$ cat src/rtl/vector_control_sequencer_pkg.sv
// Control-word layout, instruction classes, ALU op codes and the
// combinational {type, func} -> control-word decode map.
package vec_ctrl_pkg;

  typedef struct packed {
    logic       brinco;
    logic       equal;
    logic       greater_equal;
    logic       less_equal;
    logic       mem_to_reg;
    logic       mem_read;
    logic       mem_write;
    logic       enable_read;
    logic       enable_write;
    logic       write_data_src;
    logic       flag_rd_src;
    logic       alu_data;
    logic       reg_write_s;
    logic       reg_write_v;
    logic       alu_src;
    logic [2:0] alu_op_s;
    logic [2:0] alu_op_v;
    logic [1:0] imm_src;
    logic       reg_src1;
    logic       reg_src2;
  } ctrl_word_t;

  typedef enum logic [2:0] {
    CLS_NOP, CLS_ALU, CLS_MEM, CLS_VMEM, CLS_BRANCH, CLS_VEC, CLS_ILLEGAL
  } instr_class_e;

  localparam logic [2:0] ALU_ADD   = 3'd0;
  localparam logic [2:0] ALU_SUB   = 3'd1;
  localparam logic [2:0] ALU_MUL   = 3'd2;
  localparam logic [2:0] ALU_DIV   = 3'd3;
  localparam logic [2:0] ALU_UNION = 3'd4;

  typedef struct packed {
    instr_class_e cls;
    ctrl_word_t   word;
    logic         illegal;
  } decode_t;

  function automatic decode_t decode(input logic [1:0] itype, input logic [4:0] func);
    decode_t d;
    logic    bad;
    d   = '0;
    bad = 1'b0;
    case (itype)
      2'b00: begin
        d.cls = func[4] ? CLS_VMEM : CLS_MEM;
        case (func[4:3])
          2'b00: begin
            d.word.mem_read = 1'b1; d.word.mem_to_reg = 1'b1; d.word.reg_write_s = 1'b1;
            d.word.alu_src  = 1'b1; d.word.imm_src    = 2'b01;
          end
          2'b01: begin
            d.word.mem_write = 1'b1; d.word.alu_src = 1'b1; d.word.imm_src = 2'b01;
          end
          2'b10: begin
            d.word.enable_read = 1'b1; d.word.mem_to_reg = 1'b1; d.word.reg_write_v = 1'b1;
          end
          default: begin
            d.word.enable_write = 1'b1; d.word.write_data_src = 1'b1;
          end
        endcase
      end
      2'b01: begin
        if (!func[4]) begin
          // codes 0-4 are register ALU ops, 5 is the architectural nop
          if (!func[3] && func[2:0] <= ALU_UNION) begin
            d.cls = CLS_ALU; d.word.alu_data = 1'b1; d.word.reg_write_s = 1'b1;
            d.word.alu_op_s = func[2:0];
          end else if (!func[3] && func[2:0] == 3'd5) begin
            d.cls = CLS_NOP;
          end else begin
            bad = 1'b1;
          end
        end else if (func[3:1] <= ALU_UNION) begin
          d.cls = CLS_ALU; d.word.alu_data = 1'b1; d.word.reg_write_s = 1'b1;
          d.word.alu_src = 1'b1; d.word.imm_src = 2'b10; d.word.alu_op_s = func[3:1];
        end else begin
          bad = 1'b1;
        end
      end
      2'b10: begin
        d.cls = CLS_BRANCH;
        d.word.alu_op_s = ALU_SUB;
        case (func[4:3])
          2'b00:   d.word.brinco        = 1'b1;
          2'b01:   d.word.less_equal    = 1'b1;
          2'b10:   d.word.equal         = 1'b1;
          default: d.word.greater_equal = 1'b1;
        endcase
      end
      default: begin
        if (func[4:3] != 2'b11 && func[2:0] <= ALU_UNION) begin
          d.cls = CLS_VEC; d.word.reg_write_v = 1'b1; d.word.alu_op_v = func[2:0];
          if (func[4:3] == 2'b01) d.word.reg_src2 = 1'b1;
          if (func[4:3] == 2'b10) begin d.word.alu_src = 1'b1; d.word.imm_src = 2'b11; end
        end else begin
          bad = 1'b1;
        end
      end
    endcase
    if (bad) begin
      d.word    = '0;
      d.cls     = CLS_ILLEGAL;
      d.illegal = 1'b1;
    end
    return d;
  endfunction

endpackage

$ cat src/rtl/vector_control_sequencer_if.sv
// Issue-side and memory-beat signals of the sequencer; the DUT takes the slave view.
interface vector_control_sequencer_if import vec_ctrl_pkg::*; #(
  parameter int VLEN = 4
);
  localparam int IW = (VLEN > 1) ? $clog2(VLEN) : 1;

  logic          instr_valid_i;
  logic          instr_ready_o;
  logic [1:0]    instruction_type_i;
  logic [4:0]    func_i;
  logic          flush_i;
  logic          ctrl_valid_o;
  ctrl_word_t    ctrl_o;
  logic          illegal_o;
  logic          mem_req_o;
  logic          mem_ack_i;
  logic [IW-1:0] elem_idx_o;
  logic          last_beat_o;

  modport slave (
    input  instr_valid_i, instruction_type_i, func_i, flush_i, mem_ack_i,
    output instr_ready_o, ctrl_valid_o, ctrl_o, illegal_o, mem_req_o, elem_idx_o, last_beat_o
  );

  modport master (
    output instr_valid_i, instruction_type_i, func_i, flush_i, mem_ack_i,
    input  instr_ready_o, ctrl_valid_o, ctrl_o, illegal_o, mem_req_o, elem_idx_o, last_beat_o
  );
endinterface

$ cat src/rtl/vector_control_sequencer_decode.sv
// Combinational wrapper around the package decode map.
module vec_ctrl_decode import vec_ctrl_pkg::*; (
  input  logic [1:0] instruction_type,
  input  logic [4:0] func,
  output decode_t    dec
);
  assign dec = decode(instruction_type, func);
endmodule

$ cat src/rtl/vector_control_sequencer.sv
// Registered decoder plus vector memory beat sequencer (IDLE / ISSUE / VMEM).
module vector_control_sequencer import vec_ctrl_pkg::*; #(
  parameter int VLEN  = 4,
  parameter int LANES = 1
) (
  input logic                        clk,
  input logic                        rst_n,
  vector_control_sequencer_if.slave  bus
);
  localparam int BEATS = VLEN / LANES;
  localparam int BW    = (BEATS > 1) ? $clog2(BEATS) : 1;
  localparam int IW    = (VLEN > 1) ? $clog2(VLEN) : 1;

  localparam logic [1:0] IDLE  = 2'd0;
  localparam logic [1:0] ISSUE = 2'd1;
  localparam logic [1:0] VMEM  = 2'd2;

  if (VLEN < 1 || (VLEN & (VLEN - 1)) != 0) begin : g_bad_vlen
    $error("VLEN must be a power of two >= 1");
  end
  if (LANES < 1 || (LANES & (LANES - 1)) != 0 || (VLEN % LANES) != 0) begin : g_bad_lanes
    $error("LANES must be a power of two dividing VLEN");
  end

  logic [1:0]    state;
  logic [BW-1:0] beat;
  ctrl_word_t    ctrl_q;
  logic          illegal_q;
  decode_t       dec;
  logic          ready, accept, last;

  vec_ctrl_decode u_dec (
    .instruction_type (bus.instruction_type_i),
    .func             (bus.func_i),
    .dec              (dec)
  );

  assign ready  = (state == IDLE || state == ISSUE) && !bus.flush_i && rst_n;
  assign accept = bus.instr_valid_i && ready;
  assign last   = (beat == BW'(BEATS - 1));

  always_ff @(posedge clk or negedge rst_n) begin
    if (!rst_n) begin
      state     <= IDLE;
      beat      <= '0;
      ctrl_q    <= '0;
      illegal_q <= 1'b0;
    end else if (accept) begin
      state     <= (dec.cls == CLS_VMEM) ? VMEM : ISSUE;
      beat      <= '0;
      ctrl_q    <= dec.word;
      illegal_q <= dec.illegal;
    end else if (state == VMEM) begin
      // flush is deliberately not looked at here: a started transfer always completes
      if (bus.mem_ack_i) begin
        if (last) begin
          state  <= IDLE;
          beat   <= '0;
          ctrl_q <= '0;
        end else begin
          beat <= beat + BW'(1);
        end
      end
    end else begin
      state     <= IDLE;
      ctrl_q    <= '0;
      illegal_q <= 1'b0;
    end
  end

  assign bus.instr_ready_o = ready;
  assign bus.ctrl_valid_o  = (state == VMEM) || (state == ISSUE && !bus.flush_i);
  assign bus.ctrl_o        = ctrl_q;
  assign bus.illegal_o     = (state == ISSUE) && illegal_q && !bus.flush_i;
  assign bus.mem_req_o     = (state == VMEM);
  assign bus.elem_idx_o    = IW'(int'(beat) * LANES);
  assign bus.last_beat_o   = (state == VMEM) && last;

endmodule

$ cat src/flat_wrapper.sv
// flat-port wrapper written by rule: the top's interface ports become plain ports
module vector_control_sequencer_flat import vec_ctrl_pkg::*;
#(
  parameter int VLEN  = 4,
  parameter int LANES = 1
)
  (clk, rst_n, bus_instr_valid_i, bus_instruction_type_i, bus_func_i, bus_flush_i, bus_mem_ack_i, bus_instr_ready_o, bus_ctrl_valid_o, bus_ctrl_o, bus_illegal_o, bus_mem_req_o, bus_elem_idx_o, bus_last_beat_o);
  vector_control_sequencer_if #(.VLEN(VLEN)) bus_i ();
  input logic clk;
  input logic rst_n;
  input wire logic [$bits(bus_i.instr_valid_i)-1:0] bus_instr_valid_i;
  input wire logic [$bits(bus_i.instruction_type_i)-1:0] bus_instruction_type_i;
  input wire logic [$bits(bus_i.func_i)-1:0] bus_func_i;
  input wire logic [$bits(bus_i.flush_i)-1:0] bus_flush_i;
  input wire logic [$bits(bus_i.mem_ack_i)-1:0] bus_mem_ack_i;
  output wire logic [$bits(bus_i.instr_ready_o)-1:0] bus_instr_ready_o;
  output wire logic [$bits(bus_i.ctrl_valid_o)-1:0] bus_ctrl_valid_o;
  output wire logic [$bits(bus_i.ctrl_o)-1:0] bus_ctrl_o;
  output wire logic [$bits(bus_i.illegal_o)-1:0] bus_illegal_o;
  output wire logic [$bits(bus_i.mem_req_o)-1:0] bus_mem_req_o;
  output wire logic [$bits(bus_i.elem_idx_o)-1:0] bus_elem_idx_o;
  output wire logic [$bits(bus_i.last_beat_o)-1:0] bus_last_beat_o;
  assign bus_i.instr_valid_i = bus_instr_valid_i;
  assign bus_i.instruction_type_i = bus_instruction_type_i;
  assign bus_i.func_i = bus_func_i;
  assign bus_i.flush_i = bus_flush_i;
  assign bus_i.mem_ack_i = bus_mem_ack_i;
  assign bus_instr_ready_o = bus_i.instr_ready_o;
  assign bus_ctrl_valid_o = bus_i.ctrl_valid_o;
  assign bus_ctrl_o = bus_i.ctrl_o;
  assign bus_illegal_o = bus_i.illegal_o;
  assign bus_mem_req_o = bus_i.mem_req_o;
  assign bus_elem_idx_o = bus_i.elem_idx_o;
  assign bus_last_beat_o = bus_i.last_beat_o;
  vector_control_sequencer #(.VLEN(VLEN), .LANES(LANES)) u_core (.clk(clk), .rst_n(rst_n), .bus(bus_i));
endmodule
$ cat config.mk
export PLATFORM = sky130hd
export DESIGN_NAME = vector_control_sequencer_flat
export DESIGN_NICKNAME = d
export VERILOG_FILES = /design/src/rtl/vector_control_sequencer_pkg.sv /design/src/rtl/vector_control_sequencer_if.sv /design/src/rtl/vector_control_sequencer_decode.sv /design/src/rtl/vector_control_sequencer.sv /design/src/flat_wrapper.sv
export SDC_FILE = /design/constraint.sdc
export NUM_CORES = 1
export LEC_CHECK = 0
export CORE_AREA = 8 8 65 73
export DETAILED_ROUTE_END_ITERATION = 7
export DIE_AREA = 0 0 73 81
export GPL_TIMING_DRIVEN = 0
export PLACE_DENSITY = 0.72
export SYNTH_ARGS = -nofsm -noshare
export SYNTH_HDL_FRONTEND = slang
export SYNTH_SLANG_ARGS = --single-unit
$ cat constraint.sdc
create_clock -name clk -period 1.3 [get_ports clk]
set_input_delay 0.195 -clock clk [delete_from_list [all_inputs] [get_ports clk]]
set_output_delay 0.195 -clock clk [all_outputs]
set_load 0.01 [all_outputs]
Word-level counts from Yosys, hierarchy flattened
Cells that the tools add are included. W data, S select, Z words.

Output and inout port bits: 32. Flip-flop bits (word level): 30.

Multiplexer cells: 59. Eq/ne operators: 13. Add/subtract/negate cells: 1. $lt $le $gt $ge: 2. Reductions and logical operators: 27.

Operator list (count): $mux W25 (4); $mux W2 (17); $mux W29 (1); $mux W1 (21); $mux W3 (5); $logic_and A1 B1 Y1 (10); $pmux W3 S3 (1); $eq A2 B2 Y1 const B (4); $mux W4 (2); $reduce_or A2 Y1 (4); $eq A2 B1 Y1 const B (3); $le A3 B3 Y1 const B (2); $logic_not A2 Y1 (3); $mux W6 (1); $pmux W1 S2 (3); $pmux W2 S3 (1); $pmux W3 S2 (1); $reduce_or A3 Y1 (2); $mux W5 (1); $reduce_and A2 Y1 (2); $reduce_bool A2 Y1 (2); $eq A3 B2 Y1 const B (1); $eq A3 B3 Y1 const B (1); $ne A3 B1 Y1 const B (1); other kinds (7) (9).

Logic depth before layout (Yosys ltp)
Gate-level depths: netlist of run 1.

Word-level depth: 10. Gate-level depth with buffers: 7. Depth with buffers taken out: 7.

Cells and area by module
From an unflattened synthesis of run 1, not the netlist that was laid out.

Cells, all modules: 161. Area, all modules: 1722.9 sq um.

Modules (own cells, without submodules): vector_control_sequencer (cells each 81, times used 1, area an instance 1206.2 sq um); vec_ctrl_decode (cells each 80, times used 1, area an instance 516.7 sq um).

Worst setup path after synthesis of run 1
OpenSTA, ideal clock, no wires.

Path kind: input -> register. Start: input bus_instruction_type_i[1]. End: register u_core.state[1]. Data required time: 1.236 ns. Path buffers: 0. Setup slack: -0.064 ns. Stages on the path: 6. Arrival: 1.300 ns. Cell sequence: inv_1 -> ha_1 -> a31o_1 -> or2_4 -> nor4b_2 -> a21o_1.

Longest elaborated chain between the ends: 7. Elaborated cells between the ends (all ways): 10. Those cells by class: eq/ne: 3; mux: 5; reduce/logical: 2.

RTL lines: start: declaration (line flat_wrapper.sv:12) `input wire logic [$bits(bus_i.instruction_type_i)-1:0] bus_instruction_type_i;`; $eq A2 B2 Y1 or $logic_not A2 Y1 (tied branches) (line vector_control_sequencer_pkg.sv:49) `case (itype)`; $reduce_or A2 Y1 (no line); $pmux W1 S2 (line vector_control_sequencer_pkg.sv:49); $mux W29 * (line vector_control_sequencer_pkg.sv:106) `if (bad) begin`; $eq A3 B2 Y1 * (line vector_control_sequencer.sv:49) `state <= (dec.cls == CLS_VMEM) ? VMEM : ISSUE;`; $mux W2 * (line vector_control_sequencer.sv:49); $mux W2 * (line vector_control_sequencer.sv:48) `end else if (accept) begin`; end signal: assignment (line vector_control_sequencer.sv:49); end: declaration (line vector_control_sequencer.sv:25) `logic [1:0] state;`.

Every way passes the cells marked *; elsewhere a longest branch is shown, timed or not. A chain may end at the register's enable or synchronous reset.

Final worst setup path of run 1
Start: input bus_flush_i. End: output bus_ctrl_valid_o.

Longest elaborated chain between the ends: 3.

RTL lines: start: declaration (line flat_wrapper.sv:14) `input wire logic [$bits(bus_i.flush_i)-1:0] bus_flush_i;`; $logic_not A1 Y1 (line vector_control_sequencer.sv:72) `assign bus.ctrl_valid_o = (state == VMEM) || (state == ISSUE && !bus.flush_i);`; $logic_and A1 B1 Y1 (line vector_control_sequencer.sv:72); $logic_or A1 B1 Y1 (line vector_control_sequencer.sv:72); end: declaration (line flat_wrapper.sv:17) `output wire logic [$bits(bus_i.ctrl_valid_o)-1:0] bus_ctrl_valid_o;`.

Every way passes these cells.

==> results of run 1 <==
==> power by group through the flow <==
| stage | clock [mW] | sequential, mW | combinational, mW |
|---|---|---|---|
| final | 0.475 | 0.872 | 0.352 |
| after global routing | 0.516 | 0.875 | 0.386 |
| after CTS | 0.488 | 0.871 | 0.324 |
| after detailed placement | 0 | 0.889 | 0.297 |
| after global placement | 0 | 0.887 | 0.289 |
| after floorplan | 0 | 0.894 | 0.159 |
==> placed cells by master, fill, tap and decap left out, drive strengths merged, types with 3 or more instances in the layout <==
master,n
and3,3
inv,4
a21oi,10
clkdlybuf4s50,3
nand3,5
nand2,22
clkbuf,6
dfrtp,27
nor2,10
a22o,5
a32o,7
ha,5
dlygate4sd2,27
a21o,3
buf,24
o21ai,14
==> cells by family (layout without fill, tap and decap cells) <==
group                      after synthesis  after routing  synth area share, %
adders and majority gates                5              5                 4.50
DFF                                     27             27                 48.6
other                                    1              2                0.270
AOI/OAI and AO/OA                       45             45                 22.5
and+or+nand+nor                         52             52                 18.4
buffers and inverters                   15             66                 5.75
==> path summary, 6_finish.rpt <==
path | start | end | slack (ns)
setup / recovery | bus_flush_i | bus_ctrl_valid_o | -0.06
hold / removal | rst_n | u_core.bus.ctrl_o[4] | -0.18
setup reg to reg | u_core.state[1] | u_core.bus.ctrl_o[17] | -0.05
hold reg to reg | u_core.bus.ctrl_o[19] | u_core.bus.ctrl_o[19] | 0.48
max in group asynchronous | rst_n | u_core.bus.ctrl_o[20] | 1.20
min in group clk | bus_func_i[1] | u_core.bus.ctrl_o[5] | 0.19
==> layout make-up <==
class	instances	area, um2
multi-input cells	104	767
fillers	320	1480
inverters	4	15.0
well taps	50	62.6
flip-flops and latches	27	676
clock buffers	3	41.3
repair buffers	49	407
plain buffers	9	85.1
clock inverters	1	5.00
==> metal layers <==
metal / share of wire, % / track usage, % / vias up
met5: 0 / 0 / -
met4: 1.2 / 4.81 / 0
met3: 7.0 / 4.06 / 4
li1: - / - / 611
met2: 50 / 22.6 / 45
met1: 42 / 14.1 / 604
==> repair_timing <==
action	4_1_cts	5_1_grt
cloned	0	1
pin swaps	8	9
gates resized for setup	86	25
setup buffers	7	3
hold endpoints to repair	27	27
endpoints found under the setup margin	84	27
==> sequential cells by signal, indices dropped and copies added, names as in the netlist <==
| signal | count |
|---|---|
| u_core.beat | 2 |
| u_core.bus.ctrl_o | 22 |
| u_core.illegal_q | 1 |
| u_core.state | 2 |
==> stage by stage <==
step | instance area [um2] | hold WS (ns) | TNS, ns | utilization, %
global route | 2060 | -0.151 | -1.84 | 58.1
finish | 2060 | -0.177 | -0.422 | 58.1
CTS | 1970 | -0.168 | -0.200 | 55.7
detailed placement | 1870 | 0.461 | -45.22 | 52.7
floorplan | 1410 | -0.101 | -0.414 | -
global placement | 1870 | 0.450 | -39.79 | 52.7
==> run metrics, run 1 <==
cell count along the critical path=5; failing checks=hold timing, setup timing; CTS tree=done; CTS sink cnt=27; Fin Clk Skew=about 0.009 ns; Final GP Congestion=around 0.84; Rows=23; switch share=roughly 27%; Avg Inst Size Synth=9.60 um2; largest area contributor in the netlist=dfrtp_1; pre-CTS setup slack=-1.29 ns; crit path time final=~1.4 ns; Internal=about 1.2 mW; Final period util=105%; crit path DAT=1.16 ns; drt drc=0; H-tree levels=1; Max-Cap Viols=0; vias per inst=approximately 5; number of synthesized flops with an enable pin=0; Bufs on Longest Clock Path=2; Reg clk slew, reported paths=approximately 0.1 ns; Pre-Repair DR Iteration Count=4; Gate power share=20.7%; Pwr Density=just over 800 nW/um2; Yosys top cell area share=between 40% and 50%; Num CTS Buffers=3; Syn Inst Count=between 100 and 150; Final setup viols=16; Largest stage delay, worst path=around 0.5 ns; synth cell count leaders=dfrtp_1 (27), nand2_1 (22), nor2_1 (10); Async SR Flop Fraction=100%; R2R depth=5; mapped cell area=about 1400 um2; Worst VDD drop=0.558 mV; ratio of cells with drive above 1 in the final layout=approximately a third; P_sw=around 470 uW; grt total ovfl=0; Reg power frac=between 50% and 60%; first-pass GRT wire length=roughly 6100 um; CORE AREA=around 3500 um2; Die ar.=just under 6000 um2; final worst slack=-0.0594 ns; Ys Warns=0; antenna diode count=0; I/O pins=44; Critical Path End Type=output port; most numerous cell in the Yosys netlist=dfrtp_1; endpoints failing hold=27; drt total wl=~3800 um; Routed Antenna Nets=0; startpoint types=input pin; Skew-Pair Late Insertion Delay=0.27 ns; Detailed Route Iter0 Violations=28; Top FF cell, synth=dfrtp_1; WHS=-0.177 ns; crit path max-delay cell type=clkdlybuf4s50_1; RSZ-0062 raised after global routing=true; placed cells=approximately 240; status=finished, violations left; largest net degree at the start of global routing=30; vias in the first global route=around 1300; CP required=~1.1 ns; crit path kind=in2out; Die Ht=about 81 um; Buf+Inv Stages, Crit Path=3; Die X=about 73 um; leakage power=about 1.1 nW; synthesis-to-finish area growth=47.9%; worst hold path class=in2async; fmax=736 MHz; Final #Nets=215; Max Fanout on Critical Path=4; Synth cell types=34; non-filler cells, final=between 200 and 250; root buf cell=clkbuf_8; Starting Density=between 30% and 40%; clock network power share=about 28%; CP top delay family=buffers and inverters; synth top area cells=dfrtp_1 (49%), nand2_1 (5.9%), a32o_1 (5.0%); initial antenna violation count=0; Total Power=1.70 mW; Seq cells post-synth=27; HPWL Detailed=around 2700 um; CP cell instances=clkdlybuf4s50_1 > nor2_4 > buf_4 > a21o_1 > buf_2; final max-slew violation count=0; register area share after synthesis=48.6%; GRT Total Usage=between 10% and 20%; Vias=approximately 1300; Buffers on Ports=39; routed len/inst=15.4 um
(Power assumes the default switching activity.)
==> inputs of run 2 (changes only) <==
--- a/config.mk
+++ b/config.mk
@@ -5,11 +5,12 @@
 export SDC_FILE = /design/constraint.sdc
 export NUM_CORES = 1
 export LEC_CHECK = 0
-export CORE_AREA = 8 8 65 73
+export ABC_AREA = 1
+export CORE_AREA = 8 8 67 75
 export DETAILED_ROUTE_END_ITERATION = 7
-export DIE_AREA = 0 0 73 81
+export DIE_AREA = 0 0 75 83
 export GPL_TIMING_DRIVEN = 0
-export PLACE_DENSITY = 0.72
+export PLACE_DENSITY = 0.73
 export SYNTH_ARGS = -nofsm -noshare
 export SYNTH_HDL_FRONTEND = slang
 export SYNTH_SLANG_ARGS = --single-unit
==> run 2 against run 1 <==
Against the previous run:
- the run still ends with hold timing, setup timing left
- largest cell class unchanged
- sequential share of layout area is 1.7 points lower
- combinational power is 6.8% higher
- hold slack got worse by 0.00067 ns
- synthesized area rose by 12%
- clock skew decreased by 0.0037 ns
- die area increased by 5.3%
- critical endpoint unchanged
- count of clock-buffer cells in the layout did not move
- cell count up 21%
- maximum frequency decreased by 1.0%
- sequential cell count unchanged
- sequential power increased by 0.5%
- register-to-register slack better by 0.04 ns
==> run metrics, run 2 <==
status=finished, violations left (unchanged); failing checks=hold timing, setup timing (unchanged); vias per inst=4.74 (was 5.12); post-synthesis simple-gate area fraction=30.4% (was 18.4%); RSZ-0062 raised after global routing=true (unchanged); Vias=1423 (was 1264); Largest register FFs=22 (unchanged); Post-DP Area=2020 um2 (was 1870 um2); fillcell total=357 (was 320); largest area contributor in the netlist=dfrtp_1 (unchanged); grt total ovfl=0 (unchanged); Final setup viols=7 (was 16); Worst VDD drop=0.348 mV (was 0.558 mV); number of synthesized flops with an enable pin=0 (unchanged); Skew-Pair Late Insertion Delay=0.27 ns (about the same); Max-Cap Viols=0 (unchanged); synth top area cells=dfrtp_1 (44%), nand2_1 (17%), o21ai_2 (7.9%) (was dfrtp_1 (49%), nand2_1 (5.9%), a32o_1 (5.0%)); CTS tree=done (unchanged); Detailed Route Iter0 Violations=40 (was 28); Reg clk slew, reported paths=0.09 ns (was 0.10 ns); xor/xnor cell area share of the yosys netlist=0% (unchanged); Rows=24 (was 23); drt drc=0 (unchanged); H-tree levels=1 (unchanged); Total Power=1.72 mW (was 1.70 mW); mapped cell area=1550 um2 (was 1390 um2); final max-slew violation count=0 (unchanged); crit path time final=1.37 ns (was 1.36 ns); first-pass GRT wire length=6420 um (was 6130 um); I/O pins=44 (unchanged); placed cells=289 (was 235); Die ar.=6230 um2 (was 5910 um2); antenna diode count=0 (unchanged); worst flop-to-flop path endpoint=u_core.bus.ctrl_o[4] (was u_core.bus.ctrl_o[17]); synthesis-to-finish area growth=39.8% (was 47.9%); Final period util=106% (was 105%); final worst slack=-0.0737 ns (was -0.0594 ns); mux contribution to synthesized area=0% (unchanged); routed len/inst=12.8 um (was 15.4 um); area of the multi-input gates=833 um2 (was 767 um2); largest net degree at the start of global routing=29 (was 30); Yosys top cell area share=43.5% (was 48.6%); endpoints failing hold=27 (unchanged); FF/Latch Area=676 um2 (unchanged); root buf cell=clkbuf_8 (unchanged); non-filler cells, final=300 (was 247); Final GP Congestion=0.893 (was 0.836); vias in the first global route=1448 (was 1315); R2R depth=5 (unchanged); Ys Warns=0 (unchanged); Buffers on Ports=40 (was 39); drt total wl=3850 um (was 3800 um); main combinational cell family by area after synthesis=simple AND/OR/NAND/NOR gates (was compound AO/OA/AOI/OAI gates); Pre-Repair DR Iteration Count=4 (unchanged); ratio of cells with drive above 1 in the final layout=25.4% (was 31.5%); Top FF cell, synth=dfrtp_1 (unchanged); Max Fanout on Critical Path=3 (was 4); Routed Antenna Nets=0 (unchanged); GRT Total Usage=12.7% (was 12.9%); initial antenna violation count=0 (unchanged); register area share after synthesis=43.5% (was 48.6%); HPWL Detailed=2830 um (was 2720 um); leakage power=1.19 nW (was 1.07 nW); CTS sink cnt=27 (unchanged); Critical Path End Type=output port (unchanged); adder-cell area share of the yosys netlist=4.03% (was 4.50%); synth cell count leaders=nand2_1 (72), dfrtp_1 (27), inv_1 (25) (was dfrtp_1 (27), nand2_1 (22), nor2_1 (10)); Synth cell types=26 (was 34); r2r setup slk=-0.01 ns (was -0.05 ns); commonest cells after routing, fill and taps aside=nand2_1 (70), dlygate4sd2_1 (27), dfrtp_1 (27) (was dlygate4sd2_1 (27), dfrtp_1 (27), nand2_1 (15)); Starting Density=40.7% (was 39.3%); Die X=75 um (was 73 um); Async SR Flop Fraction=100% (unchanged); Num CTS Buffers=3 (unchanged); commonest non-fill, non-tap cell in the layout=nand2_1; reg2reg start=u_core.state[1] (unchanged); crit path DAT=1.18 ns (was 1.16 ns); CP Launch Point=u_core.state[1] (was bus_flush_i); Seq cells post-synth=27 (unchanged); Bufs on Longest Clock Path=2 (unchanged); post-synthesis compound-gate area fraction=12.2% (was 22.5%); Final #Nets=266 (was 215); Die Ht=83 um (was 81 um); Fin Clk Skew=0.00509 ns (was 0.00877 ns); most numerous cell in the Yosys netlist=nand2_1 (was dfrtp_1); CP required=1.11 ns (about the same); crit path kind=reg2out (was in2out); startpoint types=register (was input pin); worst hold path class=in2async (unchanged); Setup crit end=bus_ctrl_valid_o (unchanged); pre-CTS setup slack=-1.53 ns (was -1.29 ns); Pwr Density=794 nW/um2 (was 826 nW/um2); Avg Inst Size Synth=7.92 um2 (was 9.60 um2); Syn Inst Count=196 (was 145); fmax=728 MHz (was 736 MHz); finished layout cell area=2170 um2 (was 2060 um2); WHS=-0.178 ns (was -0.177 ns); CORE AREA=3810 um2 (was 3540 um2)
[run 2: cell count changes in the layout (fill, tap and decap cells not counted), moves of 4 or more]
cell     previous run  this run
buf_4              14         9
nand3_1             3         9
a22o_1              5         0
o21ai_0             4         0
inv_1               3        21
a32o_1              6         0
nand2_1            15        70
o21ai_2             6        13
[run 2: cell type report]
cell class              count  area share [%]
inverters                  26            4.84
plain buffers               6            2.59
multi-input cells         139            38.4
clock buffers               3            1.90
well taps                  52            3.00
flip-flops and latches     27            31.1
clock inverters             1           0.231
repair buffers             46            17.9
[run 2: cells by family after synthesis]
kind of cell               count (synthesis)
AOI/OAI and AO/OA                         26
other                                      1
adders and majority gates                  5
buffers and inverters                     32
and+or+nand+nor                          105
DFF                                       27
[run 2: how the worst min path moves through the flow]
stage / to / slack [ns] / cells past startpoint
3_3_place_gp: u_core.bus.ctrl_o[19] / 0.47 / 2
2_1_floorplan: u_core.beat[0] / -0.10 / 0
4_1_cts: u_core.bus.ctrl_o[17] / -0.17 / 1
5_1_grt: u_core.bus.ctrl_o[17] / -0.16 / 1
3_5_place_dp: u_core.bus.ctrl_o[7] / 0.46 / 2
6_report: u_core.bus.ctrl_o[23] / -0.18 / 1
[run 2: timing repair]
action,CTS,global route
setup endpoints to repair,84,30
hold endpoints to repair,27,27
cloned,1,0
buffers inserted,5,1
gates resized for setup,74,16
pin swaps,8,6
[run 2: critical path, cell delays in order (launching register included)]
cell and delay [ns]:
dfrtp_1 0.38, or2_4 0.26, o21ai_1 0.12, buf_2 0.14
[run 2: through the flow]
step           util [%]  setup TNS (ns)
2_1_floorplan         -               0
3_3_place_gp       53.0          -46.66
3_5_place_dp       53.0          -48.80
4_1_cts            56.0          -0.347
5_1_grt            56.9          -0.807
6_report           56.9          -0.252
[run 2: metal layers]
layer | part of all wire, % | track usage [%] | vias up
li1 | - | - | 713
met5 | 0 | 0 | -
met3 | 6.3 | 1.80 | 5
met2 | 52 | 22.1 | 49
met4 | 1.3 | 4.46 | 0
met1 | 41 | 15.0 | 656
[run 2: where the power goes]
group | switching [mW] | internal (mW)
sequential | 0.0147 | 0.861
combinational | 0.229 | 0.147
clock | 0.258 | 0.215
